## src/rtl/sr_ssp_stack_seq_pkg.sv

```systemverilog
// Shared widths, SR index of the shadow stack pointer, op and state encodings
// for the shadow-stack sequencer.
package sr_ssp_stack_seq_pkg;

   localparam int unsigned ADDR_W_DFLT   = 48;
   localparam int unsigned SR_IDX_W_DFLT = 5;
   localparam int unsigned SR_IDX_SSP    = 2;
   localparam logic [47:0] SSP_RESET     = 48'h000000000FFF;

   typedef enum logic {
      OpPush = 1'b0,
      OpPop  = 1'b1
   } stack_op_e;

   typedef enum logic [2:0] {
      StIdle,
      StRdSsp,
      StMemReq,
      StMemWait,
      StWb,
      StDone
   } seq_state_e;

endpackage

```

## src/rtl/sr_ssp_stack_seq_if.sv

```systemverilog
// Request/response, SR-file and data-memory signals of the shadow-stack sequencer.
// master is the sequencer side, slave is the surrounding pipeline/SR file/memory.
interface sr_ssp_stack_seq_if #(
   parameter int unsigned ADDR_W   = 48,
   parameter int unsigned SR_IDX_W = 5
);
   logic                iw_req_valid;
   logic                iw_req_op;
   logic [ADDR_W-1:0]   iw_req_data;
   logic                ow_req_ready;
   logic                ow_rsp_valid;
   logic [ADDR_W-1:0]   ow_rsp_data;
   logic                ow_rsp_err;
   logic [SR_IDX_W-1:0] ow_sr_read_addr;
   logic [ADDR_W-1:0]   iw_sr_read_data;
   logic [SR_IDX_W-1:0] ow_sr_write_addr;
   logic [ADDR_W-1:0]   ow_sr_write_data;
   logic                ow_sr_write_enable;
   logic                iw_sr_wb_busy;
   logic                ow_mem_valid;
   logic                ow_mem_we;
   logic [ADDR_W-1:0]   ow_mem_addr;
   logic [ADDR_W-1:0]   ow_mem_wdata;
   logic                iw_mem_ready;
   logic                iw_mem_rdata_valid;
   logic [ADDR_W-1:0]   iw_mem_rdata;

   modport master (
      input  iw_req_valid, iw_req_op, iw_req_data, iw_sr_read_data, iw_sr_wb_busy,
             iw_mem_ready, iw_mem_rdata_valid, iw_mem_rdata,
      output ow_req_ready, ow_rsp_valid, ow_rsp_data, ow_rsp_err, ow_sr_read_addr,
             ow_sr_write_addr, ow_sr_write_data, ow_sr_write_enable, ow_mem_valid,
             ow_mem_we, ow_mem_addr, ow_mem_wdata
   );

   modport slave (
      output iw_req_valid, iw_req_op, iw_req_data, iw_sr_read_data, iw_sr_wb_busy,
             iw_mem_ready, iw_mem_rdata_valid, iw_mem_rdata,
      input  ow_req_ready, ow_rsp_valid, ow_rsp_data, ow_rsp_err, ow_sr_read_addr,
             ow_sr_write_addr, ow_sr_write_data, ow_sr_write_enable, ow_mem_valid,
             ow_mem_we, ow_mem_addr, ow_mem_wdata
   );
endinterface

```

## src/rtl/sr_ssp_stack_seq.sv

```systemverilog
// Push/pop sequencer on the shadow stack: read SSP from the SR file, bounds-check,
// one memory word access, write the updated SSP back, pulse completion.
module sr_ssp_stack_seq
   import sr_ssp_stack_seq_pkg::*;
#(
   parameter int unsigned       ADDR_W    = ADDR_W_DFLT,
   parameter int unsigned       SR_IDX_W  = SR_IDX_W_DFLT,
   parameter int unsigned       SSP_IDX   = SR_IDX_SSP,
   parameter logic [ADDR_W-1:0] STACK_TOP = ADDR_W'(SSP_RESET)
) (
   input logic                iw_clk,
   input logic                iw_rst,
   sr_ssp_stack_seq_if.master bus
);

   localparam logic [ADDR_W-1:0] One = ADDR_W'(1);

   seq_state_e        state_q;
   stack_op_e         op_q;
   logic [ADDR_W-1:0] data_q;
   logic [ADDR_W-1:0] ssp_q;
   logic [ADDR_W-1:0] rdata_q;
   logic              mem_valid_q;
   logic              mem_we_q;
   logic [ADDR_W-1:0] mem_addr_q;
   logic [ADDR_W-1:0] mem_wdata_q;
   logic              rsp_valid_q;
   logic              rsp_err_q;
   logic [ADDR_W-1:0] rsp_data_q;

   logic [ADDR_W-1:0] ssp_rd;
   logic              bounds_err;

   // Empty-descending stack: SSP==0 means full, SSP==STACK_TOP means empty.
   assign ssp_rd     = bus.iw_sr_read_data;
   assign bounds_err = (op_q == OpPush) ? (ssp_rd == '0) : (ssp_rd == STACK_TOP);

   assign bus.ow_req_ready       = (state_q == StIdle);
   assign bus.ow_rsp_valid       = rsp_valid_q;
   assign bus.ow_rsp_data        = rsp_data_q;
   assign bus.ow_rsp_err         = rsp_err_q;
   assign bus.ow_sr_read_addr    = SR_IDX_W'(SSP_IDX);
   assign bus.ow_sr_write_addr   = SR_IDX_W'(SSP_IDX);
   assign bus.ow_sr_write_data   = (op_q == OpPush) ? (ssp_q - One) : (ssp_q + One);
   assign bus.ow_sr_write_enable = (state_q == StWb) && !bus.iw_sr_wb_busy;
   assign bus.ow_mem_valid       = mem_valid_q;
   assign bus.ow_mem_we          = mem_we_q;
   assign bus.ow_mem_addr        = mem_addr_q;
   assign bus.ow_mem_wdata       = mem_wdata_q;

   always_ff @(posedge iw_clk) begin
      if (iw_rst) begin
         state_q     <= StIdle;
         op_q        <= OpPush;
         data_q      <= '0;
         ssp_q       <= '0;
         rdata_q     <= '0;
         mem_valid_q <= 1'b0;
         mem_we_q    <= 1'b0;
         mem_addr_q  <= '0;
         mem_wdata_q <= '0;
         rsp_valid_q <= 1'b0;
         rsp_err_q   <= 1'b0;
         rsp_data_q  <= '0;
      end else begin
         rsp_valid_q <= 1'b0;
         rsp_err_q   <= 1'b0;
         rsp_data_q  <= '0;
         unique case (state_q)
            StIdle: begin
               if (bus.iw_req_valid) begin
                  op_q    <= stack_op_e'(bus.iw_req_op);
                  data_q  <= bus.iw_req_data;
                  state_q <= StRdSsp;
               end
            end
            StRdSsp: begin
               ssp_q <= ssp_rd;
               if (bounds_err) begin
                  rsp_valid_q <= 1'b1;
                  rsp_err_q   <= 1'b1;
                  state_q     <= StDone;
               end else begin
                  mem_valid_q <= 1'b1;
                  mem_we_q    <= (op_q == OpPush);
                  mem_addr_q  <= (op_q == OpPush) ? ssp_rd : (ssp_rd + One);
                  mem_wdata_q <= data_q;
                  state_q     <= StMemReq;
               end
            end
            StMemReq: begin
               if (bus.iw_mem_ready) begin
                  mem_valid_q <= 1'b0;
                  mem_we_q    <= 1'b0;
                  state_q     <= (op_q == OpPush) ? StWb : StMemWait;
               end
            end
            StMemWait: begin
               if (bus.iw_mem_rdata_valid) begin
                  rdata_q <= bus.iw_mem_rdata;
                  state_q <= StWb;
               end
            end
            StWb: begin
               // The SR write lands in the cycle writeback leaves the port free.
               if (!bus.iw_sr_wb_busy) begin
                  rsp_valid_q <= 1'b1;
                  rsp_data_q  <= (op_q == OpPop) ? rdata_q : '0;
                  state_q     <= StDone;
               end
            end
            StDone: begin
               state_q <= StIdle;
            end
            default: begin
               state_q <= StIdle;
            end
         endcase
      end
   end

endmodule
```

## src/flat_wrapper.sv

```systemverilog
// flat-port wrapper written by rule: the top's interface ports become plain ports
module sr_ssp_stack_seq_flat import sr_ssp_stack_seq_pkg::*;
#(
   parameter int unsigned       ADDR_W    = ADDR_W_DFLT,
   parameter int unsigned       SR_IDX_W  = SR_IDX_W_DFLT,
   parameter int unsigned       SSP_IDX   = SR_IDX_SSP,
   parameter logic [ADDR_W-1:0] STACK_TOP = ADDR_W'(SSP_RESET)
)
  (iw_clk, iw_rst, bus_iw_req_valid, bus_iw_req_op, bus_iw_req_data, bus_iw_sr_read_data, bus_iw_sr_wb_busy, bus_iw_mem_ready, bus_iw_mem_rdata_valid, bus_iw_mem_rdata, bus_ow_req_ready, bus_ow_rsp_valid, bus_ow_rsp_data, bus_ow_rsp_err, bus_ow_sr_read_addr, bus_ow_sr_write_addr, bus_ow_sr_write_data, bus_ow_sr_write_enable, bus_ow_mem_valid, bus_ow_mem_we, bus_ow_mem_addr, bus_ow_mem_wdata);
  sr_ssp_stack_seq_if #(.ADDR_W(ADDR_W), .SR_IDX_W(SR_IDX_W)) bus_i ();
  input logic iw_clk;
  input logic iw_rst;
  input wire logic [$bits(bus_i.iw_req_valid)-1:0] bus_iw_req_valid;
  input wire logic [$bits(bus_i.iw_req_op)-1:0] bus_iw_req_op;
  input wire logic [$bits(bus_i.iw_req_data)-1:0] bus_iw_req_data;
  input wire logic [$bits(bus_i.iw_sr_read_data)-1:0] bus_iw_sr_read_data;
  input wire logic [$bits(bus_i.iw_sr_wb_busy)-1:0] bus_iw_sr_wb_busy;
  input wire logic [$bits(bus_i.iw_mem_ready)-1:0] bus_iw_mem_ready;
  input wire logic [$bits(bus_i.iw_mem_rdata_valid)-1:0] bus_iw_mem_rdata_valid;
  input wire logic [$bits(bus_i.iw_mem_rdata)-1:0] bus_iw_mem_rdata;
  output wire logic [$bits(bus_i.ow_req_ready)-1:0] bus_ow_req_ready;
  output wire logic [$bits(bus_i.ow_rsp_valid)-1:0] bus_ow_rsp_valid;
  output wire logic [$bits(bus_i.ow_rsp_data)-1:0] bus_ow_rsp_data;
  output wire logic [$bits(bus_i.ow_rsp_err)-1:0] bus_ow_rsp_err;
  output wire logic [$bits(bus_i.ow_sr_read_addr)-1:0] bus_ow_sr_read_addr;
  output wire logic [$bits(bus_i.ow_sr_write_addr)-1:0] bus_ow_sr_write_addr;
  output wire logic [$bits(bus_i.ow_sr_write_data)-1:0] bus_ow_sr_write_data;
  output wire logic [$bits(bus_i.ow_sr_write_enable)-1:0] bus_ow_sr_write_enable;
  output wire logic [$bits(bus_i.ow_mem_valid)-1:0] bus_ow_mem_valid;
  output wire logic [$bits(bus_i.ow_mem_we)-1:0] bus_ow_mem_we;
  output wire logic [$bits(bus_i.ow_mem_addr)-1:0] bus_ow_mem_addr;
  output wire logic [$bits(bus_i.ow_mem_wdata)-1:0] bus_ow_mem_wdata;
  assign bus_i.iw_req_valid = bus_iw_req_valid;
  assign bus_i.iw_req_op = bus_iw_req_op;
  assign bus_i.iw_req_data = bus_iw_req_data;
  assign bus_i.iw_sr_read_data = bus_iw_sr_read_data;
  assign bus_i.iw_sr_wb_busy = bus_iw_sr_wb_busy;
  assign bus_i.iw_mem_ready = bus_iw_mem_ready;
  assign bus_i.iw_mem_rdata_valid = bus_iw_mem_rdata_valid;
  assign bus_i.iw_mem_rdata = bus_iw_mem_rdata;
  assign bus_ow_req_ready = bus_i.ow_req_ready;
  assign bus_ow_rsp_valid = bus_i.ow_rsp_valid;
  assign bus_ow_rsp_data = bus_i.ow_rsp_data;
  assign bus_ow_rsp_err = bus_i.ow_rsp_err;
  assign bus_ow_sr_read_addr = bus_i.ow_sr_read_addr;
  assign bus_ow_sr_write_addr = bus_i.ow_sr_write_addr;
  assign bus_ow_sr_write_data = bus_i.ow_sr_write_data;
  assign bus_ow_sr_write_enable = bus_i.ow_sr_write_enable;
  assign bus_ow_mem_valid = bus_i.ow_mem_valid;
  assign bus_ow_mem_we = bus_i.ow_mem_we;
  assign bus_ow_mem_addr = bus_i.ow_mem_addr;
  assign bus_ow_mem_wdata = bus_i.ow_mem_wdata;
  sr_ssp_stack_seq #(.ADDR_W(ADDR_W), .SR_IDX_W(SR_IDX_W), .SSP_IDX(SSP_IDX), .STACK_TOP(STACK_TOP)) u_core (.iw_clk(iw_clk), .iw_rst(iw_rst), .bus(bus_i));
endmodule
```

## config.mk

```make
export PLATFORM = sky130hd
export DESIGN_NAME = sr_ssp_stack_seq_flat
export DESIGN_NICKNAME = d
export VERILOG_FILES = /design/src/rtl/sr_ssp_stack_seq_pkg.sv /design/src/rtl/sr_ssp_stack_seq_if.sv /design/src/rtl/sr_ssp_stack_seq.sv /design/src/flat_wrapper.sv
export SDC_FILE = /design/constraint.sdc
export NUM_CORES = 1
export LEC_CHECK = 0
export CAP_MARGIN = 20
export CORE_MARGIN = 2
export CORE_UTILIZATION = 45
export CTS_CLUSTER_DIAMETER = 200
export DETAILED_ROUTE_END_ITERATION = 8
export GPL_TIMING_DRIVEN = 0
export PLACE_DENSITY_LB_ADDON = 0.08
export SLEW_MARGIN = 20
export SYNTH_ARGS = -nofsm -noshare
export SYNTH_HDL_FRONTEND = slang
export SYNTH_SLANG_ARGS = --single-unit
```

## constraint.sdc

```tcl
create_clock -name iw_clk -period 14 [get_ports iw_clk]
set_input_delay 2.8 -clock iw_clk [delete_from_list [all_inputs] [get_ports iw_clk]]
set_output_delay 2.8 -clock iw_clk [all_outputs]
set_load 0.03 [all_outputs]
```

==> qor.csv, run 1 <==
metric,value,unit
fin_skew,0.009857,ns
rsz0062_at_grt,false,
synth_cell_type_count,58,
outcome,completed,
grt_pass1_wl,63290,µm
antenna_found_initial,3,
synthArstFlopShare,0,
fmax,118.2,MHz
antenna_left,0,
setup_viol,0,
core-area,29480,µm²
numCtsBuffers,31,
path_clk_slew,0.06,ns
holdPathStages,2,
grt_max_degree,31,
p_int,2.247,mW
synthCells,1671,
pwr-share-clk,0.205,
dieArea,31170,µm²
yosysWarningCount,0,
area_growth,37.20,%
powerDensity,212.8,nW/µm²
fin_area,18380,µm²
ys_ff_latch,296,
ir_drop,0.0001233,V
r2r_start,u_core.op_q,
ff2ff_setup_slack,10.93,ns
drive_gt1_frac,0.04901,
h-tree-depth,1,
place_ws,6.144,ns
final_core_util,0.6235,
p_leak,6.911,nW
wl,40800,µm
dpl.cell_count,2413,
hold_violations,0,
netlist.area_leader.share,0.4423,
overflow,0,
io_buffers,343,
p_sw,1.664,mW
worstPathArrival,5.66,ns
synth_edf_count,0,
yosys-top-cells-area,"dfxtp_1 (44%), nand2_1 (12%), a21oi_1 (9.0%)",
worstHoldStart,u_core.rdata_q[45],
fin_cells,2474,
grtUsageTotal,0.2534,
clk_latency,0.56,ns
hold_path_class,reg2reg,
whs_endpoint,u_core.rdata_q[45],
cts_tree,built,
r2r-end,u_core.bus.ow_mem_wdata[40],
drt-vias-per-instance,5.175,
dp_hpwl,31460,µm
route.vias.total,12800,
max_slew.worst_pin.slew,0.8396,ns
endpoint_kind,output pin,
ys.flop_type,dfxtp_1,
synth.avg_cell_area,8.017,µm²
cts.sinks,296,
holdBufCountCts,0,
tns,0,ns
drt_first_iter_violations,639,
drv_cap,0,
ios,359,
initial_core_util,0.4544,
seqPwrFrac,0.263,
p_sw_frac,0.4254,
die_x,176.5,µm
fp-row-count,63,
final_net_count,2256,
relSlewSlack,0.4402,
post-synth-top-area-cell,dfxtp_1,
cts_root_buf,clkbuf_16,
drc,0,
combPwrFrac,0.532,
syn-cell-area,13400,µm²
fillers,2714,
power,3.911,mW
dpl_cell_area,17370,µm²
clock_path_buffers,3,
grt_pass1_vias,12140,
layout_setup_ws,5.539,ns
drv_slew,0,
critPathRequiredTime,11.20,ns
path_class,reg2out,
cp-start-kind,flop,
ys_seq_area_frac,0.4423,
post_cts_buffers,0,
die_h,176.5,µm
reg2regPathDepth,9,
ctsResizeCount,0,
fin_hold_ws,0.4495,ns
gp_congestion,0.8577,
first_pass_iters,7,
min_period_over_period,0.6043,
period_needed,8.461,ns
wl_per_cell,16.49,µm
critPathMaxFanout,30,
-- cell usage after synthesis, types with 18 or more instances --
master	n
nor2_1	85
nand2_1	444
xor2_1	47
clkbuf_1	84
and3_1	20
a21o_1	30
and2_1	51
dfxtp_1	296
xnor2_1	40
a211oi_1	45
nand4_1	22
inv_1	18
ha_1	48
a21oi_1	241
nand3_1	27
o21ai_0	26
-- state kept, by name (all words and copies together), names as in the netlist --
register	cells
u_core.data_q	48
u_core.bus.ow_rsp_err	1
u_core.rdata_q	48
u_core.bus.ow_mem_we	1
u_core.state_q	3
u_core.ssp_q	48
u_core.bus.ow_mem_wdata	48
u_core.bus.ow_rsp_valid	1
u_core.bus.ow_mem_addr	48
u_core.bus.ow_mem_valid	1
u_core.bus.ow_rsp_data	48
u_core.op_q	1
-- layer usage --
layer,wire (µm),global-route usage
met1,17050,0.3155
met2,19380,0.4256
met3,3331,0.07257
met4,1039,0.07472
met5,0,0
-- area by class of cell --
| cell class | count | area, µm² | area share |
|---|---|---|---|
| Tap cell | 390 | 488.0 | 0.02655 |
| Clock buffer | 43 | 880.8 | 0.04792 |
| Timing Repair Buffer | 344 | 3453 | 0.1879 |
| Sequential cell | 296 | 5926 | 0.3224 |
| Clock inverter | 15 | 123.9 | 0.006739 |
| Antenna cell | 3 | 7.507 | 0.0004084 |
| Inverter | 18 | 67.56 | 0.003676 |
| Multi-Input combinational cell | 1248 | 6929 | 0.3770 |
| Buffer | 117 | 504.2 | 0.02743 |
-- worst max-delay path, stage by stage, from the launching register on --
cell             delay, ns
dfxtp_1               0.39
clkbuf_1              0.53
inv_2                 0.37
buf_12                0.28
ha_1                  0.32
a211oi_2              0.27
nor2_1                0.11
o311ai_2              0.39
a21oi_2               0.15
nor4_2                0.50
o31a_4                0.28
o41ai_4               0.11
a221oi_2              0.41
o21ai_2               0.10
xnor2_1               0.16
clkdlybuf4s50_1       0.71
-- worst max path at each step --
| stage | startpoint | depth (start not counted) | slack [ns] | to |
|---|---|---|---|---|
| after global placement | u_core.op_q | 14 | 5.54 | bus_ow_sr_write_data[47] |
| after detailed placement | u_core.op_q | 15 | 6.14 | bus_ow_sr_write_data[47] |
| after CTS | u_core.op_q | 15 | 5.52 | bus_ow_sr_write_data[47] |
| final | u_core.op_q | 15 | 5.54 | bus_ow_sr_write_data[47] |
| after global routing | u_core.op_q | 15 | 5.22 | bus_ow_sr_write_data[46] |
| after floorplan | u_core.op_q | 13 | 7.08 | bus_ow_sr_write_data[47] |
-- cell usage in the layout, fill, tap and decap left out, types with 27 or more instances in the layout --
master and instances:
a211oi_1 45, a21o_1 30, a21oi_1 241, and2_1 51, clkbuf_1 90, clkbuf_16 31
clkdlybuf4s50_1 343, dfxtp_1 296, ha_1 48, nand2_1 444, nand3_1 27, nor2_1 85
xnor2_1 40, xor2_1 47
-- power groups by stage --
stage | sequential [mW] | combinational, mW | clock (mW)
2_1_floorplan | 1.13 | 1.24 | 0
3_3_place_gp | 1.04 | 2.06 | 0
3_5_place_dp | 1.04 | 2.08 | 0
4_1_cts | 1.03 | 2.09 | 0.816
5_1_grt | 1.04 | 2.24 | 0.854
6_report | 1.03 | 2.08 | 0.802
-- kinds of logic (layout without fill, tap and decap cells) --
logic type / count (synthesis) / after routing / share of synthesized area
and+or+nand+nor: 706 / 706 / 0.2296
AOI/OAI and AO/OA: 394 / 394 / 0.1802
DFF: 296 / 296 / 0.4423
buffers and inverters: 135 / 537 / 0.04268
xor gates and xnor gates: 87 / 87 / 0.05688
adders and majority gates: 49 / 49 / 0.04633
other: 2 / 13 / 0.0005606
muxes: 2 / 2 / 0.001494
Note: power is estimated with default switching activity, not from simulation.
==> inputs of run 2 (changes only) <==
--- a/config.mk
+++ b/config.mk
@@ -7,7 +7,7 @@
 export LEC_CHECK = 0
 export CAP_MARGIN = 20
 export CORE_MARGIN = 2
-export CORE_UTILIZATION = 45
+export CORE_UTILIZATION = 44
 export CTS_CLUSTER_DIAMETER = 200
 export DETAILED_ROUTE_END_ITERATION = 8
 export GPL_TIMING_DRIVEN = 0
==> constraint.sdc (replaced) <==
create_clock -name iw_clk -period 7.15 [get_ports iw_clk]
set_input_delay 1.43 -clock iw_clk [delete_from_list [all_inputs] [get_ports iw_clk]]
set_output_delay 1.43 -clock iw_clk [all_outputs]
set_load 0.03 [all_outputs]
==> run 2 against run 1 <==
- wire length up 4.1%
- final cell count unchanged
- critical path depth unchanged
- sequential cell count unchanged
- die area up 2.2%
- worst setup slack worse by 5.0 ns
- largest cell class unchanged
- largest power group unchanged
==> qor.csv, run 2 (synthesized netlist as in run 1, its figures left out) <==
metric,value,unit,change
antenna_found_initial,2,,-1
drv_cap,0,,unchanged
holdPathStages,1,,-1
min_period_over_period,0.9309,,
setup_viol,0,,unchanged
fmax,150.2,MHz,
powerDensity,424.6,nW/µm²,+100%
p_sw_frac,0.4237,,-0.001701
fin_hold_ws,0.4462,ns,-0.003295 ns
overflow,0,,unchanged
critPathRequiredTime,5.72,ns,-5.48 ns
outcome,completed,,
fp-row-count,63,,unchanged
worstPathArrival,5.23,ns,-0.43 ns
core-area,29800,µm²,+1.1%
h-tree-depth,2,,+1
ir_drop,0.0002838,V,+130%
seqPwrFrac,0.255,,-0.008
holdBufCountCts,0,,unchanged
drive_gt1_frac,0.04755,,-0.001464
pwr-share-clk,0.217,,+0.012
wl,42460,µm,+4.1%
critPathMaxFanout,26,,-13%
die_h,178.5,µm,+1.1%
grt_pass1_wl,64130,µm,+1.3%
path_class,reg2out,,
numCtsBuffers,34,,+9.7%
drt_first_iter_violations,659,,+3.1%
final_net_count,2259,,+0.13%
max_slew.worst_pin.slew,0.9296,ns,+0.08997 ns
dieArea,31860,µm²,+2.2%
clock_path_buffers,3,,unchanged
cp-start-kind,flop,,
io_buffers,343,,unchanged
clk_latency,0.51,ns,-0.05 ns
ios,359,,unchanged
die_x,178.5,µm,+1.1%
p_int,4.518,mW,+100%
route.vias.total,12830,,+0.19%
reg2regPathDepth,10,,+1
fin_skew,0.01205,ns,+0.002192 ns
fillers,2718,,+0.15%
area_growth,37.83,%,
tns,0,ns,unchanged
final_core_util,0.6197,,-0.003743
path_clk_slew,0.06,ns,about the same
p_leak,6.949,nW,+0.55%
drc,0,,unchanged
layout_commonest_cell,nand2_1,,
cts_tree,built,,
power,7.841,mW,+100%
antenna_left,0,,unchanged
hold_path_class,reg2reg,,
r2r-end,u_core.bus.ow_mem_wdata[32],,
drt-vias-per-instance,5.185,,+0.19%
final_cell_mix,"nand2_1 (444), clkdlybuf4s50_1 (343), dfxtp_1 (296)",,
seq_area,5926,µm²,unchanged
dpl_cell_area,17380,µm²,about the same
hold_violations,0,,unchanged
drv_slew,0,,unchanged
gp_congestion,0.9241,,+7.7%
period_needed,6.656,ns,
post_cts_buffers,0,,unchanged
whs_endpoint,u_core.bus.ow_rsp_data[39],,
r2r_start,u_core.op_q,,
grtUsageTotal,0.2564,,+0.002929
worstHoldStart,u_core.rdata_q[39],,
p_sw,3.322,mW,+100%
ff2ff_setup_slack,4.15,ns,-6.78 ns
wl_per_cell,17.16,µm,+4.1%
cts_root_buf,clkbuf_16,,
dp_hpwl,32780,µm,+4.2%
first_pass_iters,5,,-2
relSlewSlack,0.3755,,-0.06475
cts.sinks,296,,unchanged
rsz0062_at_grt,false,,
grt_pass1_vias,12130,,-0.041%
ctsResizeCount,0,,unchanged
grt_max_degree,27,,-13%
endpoint_kind,output pin,,
combPwrFrac,0.528,,-0.004
multiInputGateArea,6929,µm²,unchanged
initial_core_util,0.4496,,-0.004809
fin_area,18470,µm²,+0.46%
run 2: cell count changes in the layout (fill, tap and decap cells not counted), moves of 2 or more:
cell / before / now
clkinvlp_4: 2 / 0
clkbuf_1: 90 / 94
clkbuf_16: 31 / 34
inv_6: 0 / 2
clkinv_2: 10 / 3
run 2: metal layers:
layer / up-vias / track usage / routed length [µm]
met5: - / 0 / 0
met4: 0 / 0.08028 / 1191
met3: 75 / 0.08056 / 3787
met2: 426 / 0.4295 / 20010
met1: 5901 / 0.3132 / 17470
li1: 6425 / - / -
run 2: power groups by stage:
| stage | Combinational (mW) | Sequential [mW] | Clock (mW) |
|---|---|---|---|
| global placement | 4.08 | 2.03 | 0 |
| global route | 4.42 | 2.03 | 1.79 |
| finish | 4.14 | 2.00 | 1.70 |
| floorplan | 2.44 | 2.22 | 0 |
| CTS | 4.15 | 2.00 | 1.72 |
| detailed placement | 4.13 | 2.04 | 0 |
run 2: worst max path at each step:
stage,start,end,slack (ns),cells past startpoint
floorplan,u_core.op_q,bus_ow_sr_write_data[47],1.60,13
CTS,u_core.op_q,bus_ow_sr_write_data[44],0.17,15
detailed placement,u_core.op_q,bus_ow_sr_write_data[44],0.73,15
global placement,u_core.op_q,bus_ow_sr_write_data[44],0.11,14
finish,u_core.op_q,bus_ow_sr_write_data[47],0.49,15
global route,u_core.op_q,bus_ow_sr_write_data[44],0.18,15
run 2: per-stage QoR:
| step | worst slack (ns) | std cells |
|---|---|---|
| final | 0.4938 | 2474 |
| after global routing | 0.1775 | 2474 |
| after CTS | 0.1717 | 2472 |
| after detailed placement | 0.7259 | 2413 |
| after global placement | 0.1057 | 2412 |
| after floorplan | 1.599 | 1679 |
run 2: worst max-delay path, stage by stage (launching register included):
cell	delay, ns
dfxtp_1	0.38
clkbuf_2	0.31
inv_2	0.32
buf_16	0.27
ha_1	0.34
o21ai_0	0.24
nor2_1	0.11
o311ai_2	0.38
a21oi_2	0.15
nor4_2	0.49
o31a_4	0.28
o41ai_4	0.11
a221oi_2	0.34
o21ai_2	0.09
xnor2_1	0.16
clkdlybuf4s50_1	0.72
run 2: cell type report:
type	count	area share
Sequential cell	296	0.3209
Buffer	117	0.02738
Multi-Input combinational cell	1248	0.3753
Timing Repair Buffer	344	0.1874
Clock inverter	8	0.005895
Inverter	18	0.003659
Antenna cell	2	0.0002710
Tap cell	390	0.02643
Clock buffer	51	0.05278
